## config.mk

```make
export PLATFORM = sky130hd
export DESIGN_NAME = led_scan_controller_flat
export DESIGN_NICKNAME = d
export VERILOG_FILES = /design/src/rtl/led_pkg.sv /design/src/rtl/led_scan_controller_if.sv /design/src/rtl/hex_to_7seg.sv /design/src/rtl/led_scan_controller.sv /design/src/flat_wrapper.sv
export SDC_FILE = /design/constraint.sdc
export NUM_CORES = 1
export LEC_CHECK = 0
export BUFFER_PORTS_ARGS = -buffer_cell sky130_fd_sc_hd__buf_4
export CORE_MARGIN = 3
export CORE_UTILIZATION = 40
export CTS_BUF_LIST = sky130_fd_sc_hd__clkbuf_4
export DETAILED_ROUTE_END_ITERATION = 12
export PLACE_DENSITY = 0.6
export REMOVE_ABC_BUFFERS = 1
export SLEW_MARGIN = 20
export SYNTH_ARGS = -nofsm -noshare
export SYNTH_HDL_FRONTEND = slang
export SYNTH_SLANG_ARGS = --single-unit
```

## constraint.sdc

```tcl
create_clock -name clk -period 3.1 [get_ports clk]
set_clock_uncertainty 0.05 [all_clocks]
set_input_delay 0.31 -clock clk [delete_from_list [all_inputs] [get_ports clk]]
set_output_delay 0.31 -clock clk [all_outputs]
set_load 0.1 [all_outputs]
```

## src/rtl/led_pkg.sv

```systemverilog
// Shared types and constants for the LED scan display path.
//   scan_state_t : scan FSM encoding (IDLE / DRIVE / GUARD)
//   SEG_BLANK    : all segments off (active-low)
//   SEG_TABLE    : hex nibble -> active-low {g,f,e,d,c,b,a}, index = nibble
package led_pkg;

  typedef enum logic [1:0] {
    IDLE,
    DRIVE,
    GUARD
  } scan_state_t;

  localparam logic [6:0] SEG_BLANK = 7'h7F;

  // Leftmost entry is nibble F, rightmost is nibble 0.
  localparam logic [15:0][6:0] SEG_TABLE = {
    7'h0E, 7'h06, 7'h21, 7'h46, 7'h03, 7'h08, 7'h10, 7'h00,
    7'h78, 7'h02, 7'h12, 7'h19, 7'h30, 7'h24, 7'h79, 7'h40
  };

endpackage

```

## src/rtl/led_scan_controller_if.sv

```systemverilog
// Display-update handshake between the floor/direction logic (master) and
// the scan controller (slave).
//   digit_data : hex nibble per digit, digit i = bits [4i+3:4i]
//   digit_en   : 1 = digit lit
//   blink_mask : 1 = digit blanked during blink phase 1
//   dp_mask    : 1 = decimal point lit
//   update_req : level, held with data stable until update_ack
//   update_ack : one-cycle pulse, shadow captured on that edge
interface led_scan_controller_if #(
  parameter int unsigned NUM_DIGITS = 4
);
  logic [4*NUM_DIGITS-1:0] digit_data;
  logic [NUM_DIGITS-1:0]   digit_en;
  logic [NUM_DIGITS-1:0]   blink_mask;
  logic [NUM_DIGITS-1:0]   dp_mask;
  logic                    update_req;
  logic                    update_ack;

  modport master (
    output digit_data, digit_en, blink_mask, dp_mask, update_req,
    input  update_ack
  );

  modport slave (
    input  digit_data, digit_en, blink_mask, dp_mask, update_req,
    output update_ack
  );
endinterface

```

## src/rtl/hex_to_7seg.sv

```systemverilog
// Combinational hex nibble to active-low 7-segment decoder.
//   nibble : 4-bit value 0..F
//   seg    : active-low {g,f,e,d,c,b,a}
module hex_to_7seg
  import led_pkg::*;
(
  input  logic [3:0] nibble,
  output logic [6:0] seg
);

  always_comb begin
    seg = SEG_TABLE[nibble];
  end

endmodule

```

## src/rtl/led_scan_controller.sv

```systemverilog
// Time-multiplexed scan controller for common-anode 7-segment digits.
// Steps one digit per led_clk rising edge, with GUARD_CYCLES of all-anodes-off
// between digits; display contents come from a shadow register that is only
// reloaded at frame boundaries (or on leaving IDLE) via the update handshake.
//   clk        : system clock
//   reset      : asynchronous active-low reset
//   led_clk    : scan-rate reference, asynchronous level
//   upd        : update handshake/data (slave side)
//   an         : active-low anodes, one-hot-low or all 1
//   seg        : active-low segments {g,f,e,d,c,b,a}
//   dp         : active-low decimal point
//   frame_done : one-cycle pulse when the digit index wraps to 0
module led_scan_controller
  import led_pkg::*;
#(
  parameter int unsigned NUM_DIGITS   = 4,
  parameter int unsigned GUARD_CYCLES = 2,
  parameter int unsigned BLINK_FRAMES = 16
) (
  input  logic                  clk,
  input  logic                  reset,
  input  logic                  led_clk,
  led_scan_controller_if.slave  upd,
  output logic [NUM_DIGITS-1:0] an,
  output logic [6:0]            seg,
  output logic                  dp,
  output logic                  frame_done
);

  localparam int unsigned IDX_W = (NUM_DIGITS > 1)   ? $clog2(NUM_DIGITS)   : 1;
  localparam int unsigned GRD_W = (GUARD_CYCLES > 1) ? $clog2(GUARD_CYCLES) : 1;
  localparam int unsigned BLK_W = (BLINK_FRAMES > 1) ? $clog2(BLINK_FRAMES) : 1;

  localparam logic [IDX_W-1:0] LAST_IDX = IDX_W'(NUM_DIGITS - 1);
  localparam logic [GRD_W-1:0] GRD_LOAD = GRD_W'(GUARD_CYCLES - 1);
  localparam logic [BLK_W-1:0] BLK_LAST = BLK_W'(BLINK_FRAMES - 1);

  // led_clk synchroniser and rising-edge detect
  logic sync1, sync2, hist, tick;

  always_ff @(posedge clk or negedge reset) begin
    if (!reset) begin
      sync1 <= 1'b0;
      sync2 <= 1'b0;
      hist  <= 1'b0;
    end else begin
      sync1 <= led_clk;
      sync2 <= sync1;
      hist  <= sync2;
    end
  end

  always_comb begin
    tick = sync2 & ~hist;
  end

  // FSM, counters and shadow registers
  scan_state_t             state_q, state_d;
  logic [IDX_W-1:0]        idx_q, idx_d;
  logic [GRD_W-1:0]        grd_q, grd_d;
  logic [BLK_W-1:0]        blk_q, blk_d;
  logic                    phase_q, phase_d;
  logic [4*NUM_DIGITS-1:0] sh_data_q, sh_data_d;
  logic [NUM_DIGITS-1:0]   sh_en_q, sh_en_d;
  logic [NUM_DIGITS-1:0]   sh_blink_q, sh_blink_d;
  logic [NUM_DIGITS-1:0]   sh_dp_q, sh_dp_d;
  logic                    wrap, load;

  always_ff @(posedge clk or negedge reset) begin
    if (!reset) begin
      state_q    <= IDLE;
      idx_q      <= '0;
      grd_q      <= '0;
      blk_q      <= '0;
      phase_q    <= 1'b0;
      sh_data_q  <= '0;
      sh_en_q    <= '0;
      sh_blink_q <= '0;
      sh_dp_q    <= '0;
    end else begin
      state_q    <= state_d;
      idx_q      <= idx_d;
      grd_q      <= grd_d;
      blk_q      <= blk_d;
      phase_q    <= phase_d;
      sh_data_q  <= sh_data_d;
      sh_en_q    <= sh_en_d;
      sh_blink_q <= sh_blink_d;
      sh_dp_q    <= sh_dp_d;
    end
  end

  always_comb begin
    state_d    = state_q;
    idx_d      = idx_q;
    grd_d      = grd_q;
    blk_d      = blk_q;
    phase_d    = phase_q;
    sh_data_d  = sh_data_q;
    sh_en_d    = sh_en_q;
    sh_blink_d = sh_blink_q;
    sh_dp_d    = sh_dp_q;
    wrap       = 1'b0;
    load       = 1'b0;

    unique case (state_q)
      IDLE: begin
        if (tick) begin
          state_d = DRIVE;
          idx_d   = '0;
          load    = upd.update_req;
        end
      end
      DRIVE: begin
        if (tick) begin
          state_d = GUARD;
          grd_d   = GRD_LOAD;
        end
      end
      GUARD: begin
        // Ticks are deliberately not looked at here: a tick landing in the
        // guard window is dropped rather than queued.
        if (grd_q == '0) begin
          state_d = DRIVE;
          if (idx_q == LAST_IDX) begin
            idx_d = '0;
            wrap  = 1'b1;
          end else begin
            idx_d = idx_q + 1'b1;
          end
        end else begin
          grd_d = grd_q - 1'b1;
        end
      end
      default: state_d = IDLE;
    endcase

    if (wrap) begin
      load = upd.update_req;
      if (blk_q == BLK_LAST) begin
        blk_d   = '0;
        phase_d = ~phase_q;
      end else begin
        blk_d = blk_q + 1'b1;
      end
    end

    if (load) begin
      sh_data_d  = upd.digit_data;
      sh_en_d    = upd.digit_en;
      sh_blink_d = upd.blink_mask;
      sh_dp_d    = upd.dp_mask;
    end
  end

  // Output decode works on the *next* state/shadow so the registered outputs
  // line up with the state entered on the same edge.
  logic [3:0]            nibble;
  logic [6:0]            seg_hex;
  logic                  lit;
  logic [NUM_DIGITS-1:0] an_d;
  logic [6:0]            seg_d;
  logic                  dp_d;

  always_comb begin
    nibble = sh_data_d[idx_d*4 +: 4];
  end

  hex_to_7seg u_hex (
    .nibble (nibble),
    .seg    (seg_hex)
  );

  always_comb begin
    lit   = (state_d == DRIVE) && sh_en_d[idx_d] && !(sh_blink_d[idx_d] && phase_d);
    an_d  = '1;
    seg_d = SEG_BLANK;
    dp_d  = 1'b1;
    if (lit) begin
      an_d[idx_d] = 1'b0;
      seg_d       = seg_hex;
      dp_d        = ~sh_dp_d[idx_d];
    end
  end

  always_ff @(posedge clk or negedge reset) begin
    if (!reset) begin
      an             <= '1;
      seg            <= SEG_BLANK;
      dp             <= 1'b1;
      frame_done     <= 1'b0;
      upd.update_ack <= 1'b0;
    end else begin
      an             <= an_d;
      seg            <= seg_d;
      dp             <= dp_d;
      frame_done     <= wrap;
      upd.update_ack <= load;
    end
  end

endmodule

```

## src/flat_wrapper.sv

```systemverilog
// flat-port wrapper written by rule: the top's interface ports become plain ports
module led_scan_controller_flat import led_pkg::*;
#(
  parameter int unsigned NUM_DIGITS   = 4,
  parameter int unsigned GUARD_CYCLES = 2,
  parameter int unsigned BLINK_FRAMES = 16
)
  (clk, reset, led_clk, an, seg, dp, frame_done, upd_digit_data, upd_digit_en, upd_blink_mask, upd_dp_mask, upd_update_req, upd_update_ack);
  led_scan_controller_if #(.NUM_DIGITS(NUM_DIGITS)) upd_i ();
  input  logic clk;
  input  logic reset;
  input  logic led_clk;
  output logic [NUM_DIGITS-1:0] an;
  output logic [6:0] seg;
  output logic dp;
  output logic frame_done;
  input wire logic [$bits(upd_i.digit_data)-1:0] upd_digit_data;
  input wire logic [$bits(upd_i.digit_en)-1:0] upd_digit_en;
  input wire logic [$bits(upd_i.blink_mask)-1:0] upd_blink_mask;
  input wire logic [$bits(upd_i.dp_mask)-1:0] upd_dp_mask;
  input wire logic [$bits(upd_i.update_req)-1:0] upd_update_req;
  output wire logic [$bits(upd_i.update_ack)-1:0] upd_update_ack;
  assign upd_i.digit_data = upd_digit_data;
  assign upd_i.digit_en = upd_digit_en;
  assign upd_i.blink_mask = upd_blink_mask;
  assign upd_i.dp_mask = upd_dp_mask;
  assign upd_i.update_req = upd_update_req;
  assign upd_update_ack = upd_i.update_ack;
  led_scan_controller #(.NUM_DIGITS(NUM_DIGITS), .GUARD_CYCLES(GUARD_CYCLES), .BLINK_FRAMES(BLINK_FRAMES)) u_core (.clk(clk), .reset(reset), .led_clk(led_clk), .upd(upd_i), .an(an), .seg(seg), .dp(dp), .frame_done(frame_done));
endmodule
```

==> summary.json <==
{
  "outcome": "complete, no violations",
  "synthesized_area_fraction_occupied_by_ao_oa_aoi_and_oai_cells": 0.161,
  "static_leakage_power_nw": 1.55,
  "area_delta_synth_final_pct": 21.9,
  "global_route.overflow_total": 0,
  "final.setup.tns_ps": 0,
  "critPathRequiredTime_ps": 3340,
  "dpl_cell_area_um2": 3350,
  "period_needed_ps": 2960,
  "netlist_top_cells_count": "nand2_1 (45), dfrtp_1 (43), nor2_1 (14), o21ai_0 (13), dfstp_2 (12)",
  "layout.cell_area.non_filler_um2": 3510,
  "grt_pass1_wl_um": 9630,
  "synthDominantAreaCellType": "dfrtp_1",
  "global_route.usage.met3": 0.0317,
  "setup_repair_after_global_routing_missed_its_margin": "no",
  "synth_seq_cells": 55,
  "post_syn_area_um2": 2880,
  "cts_made_buffers": 5,
  "die_w_um": 90.9,
  "ws_path_type": "register to register",
  "ys_top_cells_by_area": "dfrtp_1 (37%), dfstp_2 (11%), nand2_1 (5.9%)",
  "final-instance-count-excl-fill": 418,
  "longest_individual_stage_delay_on_the_worst_path_ps": 560,
  "synth_simple_gate_area_frac": 0.148,
  "cts_num_sinks": 55,
  "synth.yosys.seq_area_share": 0.483,
  "combinational_family_with_the_most_area_after_synthesis": "compound AO/OA/AOI/OAI gates",
  "core-area_um2": 6870,
  "place_worst_setup_slack_ps": 37.8,
  "crit_end_category": "register",
  "finalSetupViolations": 0,
  "crit_path_max_fanout": 10,
  "clk-insertion-delay-late_ps": 370,
  "cts_buffer_depth": 2,
  "pnr_worst_setup_slack_ps": 143,
  "regArea_um2": 1390,
  "synth_area_per_cell_um2": 11.0,
  "vdd_ir_max_mv": 0.326,
  "timing.final.hold_violations": 0,
  "postSynth.topFlopCell": "dfrtp_1",
  "worst-endpoint-arrival_ps": 3200,
  "cp_cell_sequence": "ha_1, or4_4, a21boi_4, a21oi_4, clkinv_4, mux2i_1, mux2_4, inv_1, ha_4, or3_1, a21oi_1, o21ai_1",
  "yosys_cell_types": 60,
  "worst_slew_slack_as_a_fraction_of_its_limit": 0.551,
  "port_buffers": 45,
  "mean_routed_wirelength_per_cell_um": 13.6,
  "antenna_found_initial": 0,
  "post-synth-top-count-cell": "nand2_1",
  "share_of_cells_above_drive_strength_1": 0.348,
  "vias_in_the_first_global_route": 1982,
  "die-area_um2": 8250,
  "buffers_inverters_on_critical_path": 2,
  "area_share_of_the_leading_cell_type_in_the_synthesized_netlist": 0.374,
  "synth_xor_xnor_area_share": 0.0152,
  "achievable-frequency_mhz": 338,
  "avgViaCountPerCell": 4.85,
  "cts.clk_slew.worst_paths_ps": 150,
  "antenna_cells": 0,
  "mapped_cells": 263,
  "initialDrtViolationCount": 130,
  "holdCritPathClass": "input pin to register",
  "fillerInstances": 650,
  "total_placed_cells_including_tap_cells": 405,
  "boundaryPins": 46,
  "synth_edf_count": 0,
  "grt_usage": 0.142,
  "yosys.area_share.adder": 0.0348,
  "synthArstFlopShare": 1.00,
  "multi_input_comb_area_um2": 1360,
  "rows": 30,
  "report.final.slew_viol_count": 0,
  "grt.met1_usage": 0.210,
  "pwr_density_cell_nw_per_um2": 1010,
  "detail_route.first_pass.iterations": 4,
  "top_usage_layer": "met2",
  "totalWireLength_um": 5690,
  "tritoncts": "built",
  "worst_hold_slack_ps": 84.7,
  "crit_path_start_kind": "register",
  "slowest_stage": "or4_4",
  "drt.antenna.violating_nets": 0,
  "muxShareOfSynthArea": 0.108,
  "drt_drc_violations_left": 0,
  "place.gp.congestion": 0.823,
  "timing_worst_slew_pin_value_ps": 674,
  "worst_path_dominant_cell_family": "simple AND/OR/NAND/NOR gates",
  "grt_max_degree": 56,
  "max_cap_violations": 0,
  "globalRouteMet2Util": 0.211,
  "clock_tree.root_cell": "clkbuf_4",
  "sum_of_net_half_perimeters_after_detailed_placement_um": 4130,
  "nNetsFinal": 361,
  "num_vias": 2026,
  "initial_utilization": 0.419,
  "design_power_total_mw": 3.56,
  "synth.yosys.warnings": 0,
  "timing.final.crit_share": 0.954,
  "layout.core_utilization": 0.511,
  "chipHeight_um": 90.9,
  "htree_levels": 2
}
==> final timing paths <==
path                                           start                              end  slack, ps  depth (start not counted)
min in group asynchronous                      reset  u_core.upd.update_ack$_DFF_PN0_        450                          2
setup reg to reg           u_core.idx_q[0]$_DFF_PN0_          u_core.seg[3]$_DFF_PN1_        140                         12
setup / recovery           u_core.idx_q[0]$_DFF_PN0_          u_core.seg[3]$_DFF_PN1_        140                         12
max in group asynchronous                      reset      u_core.sh_dp_q[1]$_DFF_PN0_       2090                          2
hold / removal                    upd_digit_data[11]   u_core.sh_data_q[11]$_DFF_PN0_         80                          3
hold reg to reg               u_core.sync1$_DFF_PN0_           u_core.sync2$_DFF_PN0_        320                          0
==> registers in the layout, summed over array words and instances, names as in the netlist, 4 cells and up <==
register	cells
u_core.an	4
u_core.sh_blink_q	4
u_core.sh_en_q	4
u_core.seg	7
u_core.blk_q	4
u_core.sh_dp_q	4
u_core.sh_data_q	16
==> placed cells by master, fill, tap and decap left out, types with 2 or more instances in the layout <==
cell type	count
mux2_2	10
o21ai_0	13
o211ai_1	2
a221oi_1	4
dfrtp_1	43
a21oi_1	6
o221ai_1	2
a211oi_2	2
nand2_1	45
mux2i_1	10
clkbuf_4	5
dlygate4sd3_1	2
nor4bb_1	2
nor2_1	14
buf_4	61
or3b_1	3
a2111oi_1	2
nor2_2	2
a211oi_4	2
ha_1	7
nand3_1	4
nand2b_1	3
nand4_1	2
mux2_1	4
a2111oi_2	2
bufinv_16	2
mux2_4	2
nand3b_1	2
or2_1	2
nor3_1	4
o21ai_1	2
inv_1	11
xnor2_1	5
dfstp_2	12
==> worst reg2reg max path, delay by kind of cell (launching register included) <==
family,cells,cell delay (ps)
adder cells (fa/ha/maj),2,440
flip-flops,1,410
multiplexers,2,400
buffers and inverters,2,190
AND/OR/NAND/NOR,2,940
AO/OA/AOI/OAI,4,460
==> final cells by class <==
cell class / count / area share
well taps: 96 / 0.0342
multi-input cells: 183 / 0.387
repair buffers: 63 / 0.136
clock buffers: 5 / 0.0107
clock inverters: 3 / 0.0193
inverters: 13 / 0.0160
flip-flops and latches: 55 / 0.396
==> metal layers <==
| layer | vias to the layer above | wire (um) |
|---|---|---|
| met5 | - | 0 |
| met4 | 0 | 29 |
| met3 | 2 | 173 |
| met2 | 32 | 2480 |
| met1 | 951 | 3010 |
| li1 | 1041 | - |
==> logic make-up (layout without fill, tap and decap cells) <==
logic type,count (synthesis),in the layout
and+or+nand+nor,89,89
adders and majority gates,8,8
muxes,27,27
AOI/OAI and AO/OA,54,54
DFF,55,55
buffers and inverters,25,84
xor gates and xnor gates,5,5
==> power breakdown <==
part,switching (mW),internal [mW],leakage (nW)
combinational,1.20,0.821,0.835
sequential,0.0920,0.978,0.664
clock,0.220,0.251,0.0514
==> repair_timing <==
| action | 4_1_cts | 5_1_grt |
|---|---|---|
| hold buffers | 2 | 0 |
| endpoints found under the setup margin | 1 | 8 |
| hold endpoints to repair | 44 | 0 |
| gates cloned | 0 | 0 |
| buffers inserted | 0 | 3 |
| gates resized for setup | 1 | 2 |
Power figures use the tool's default switching activity.
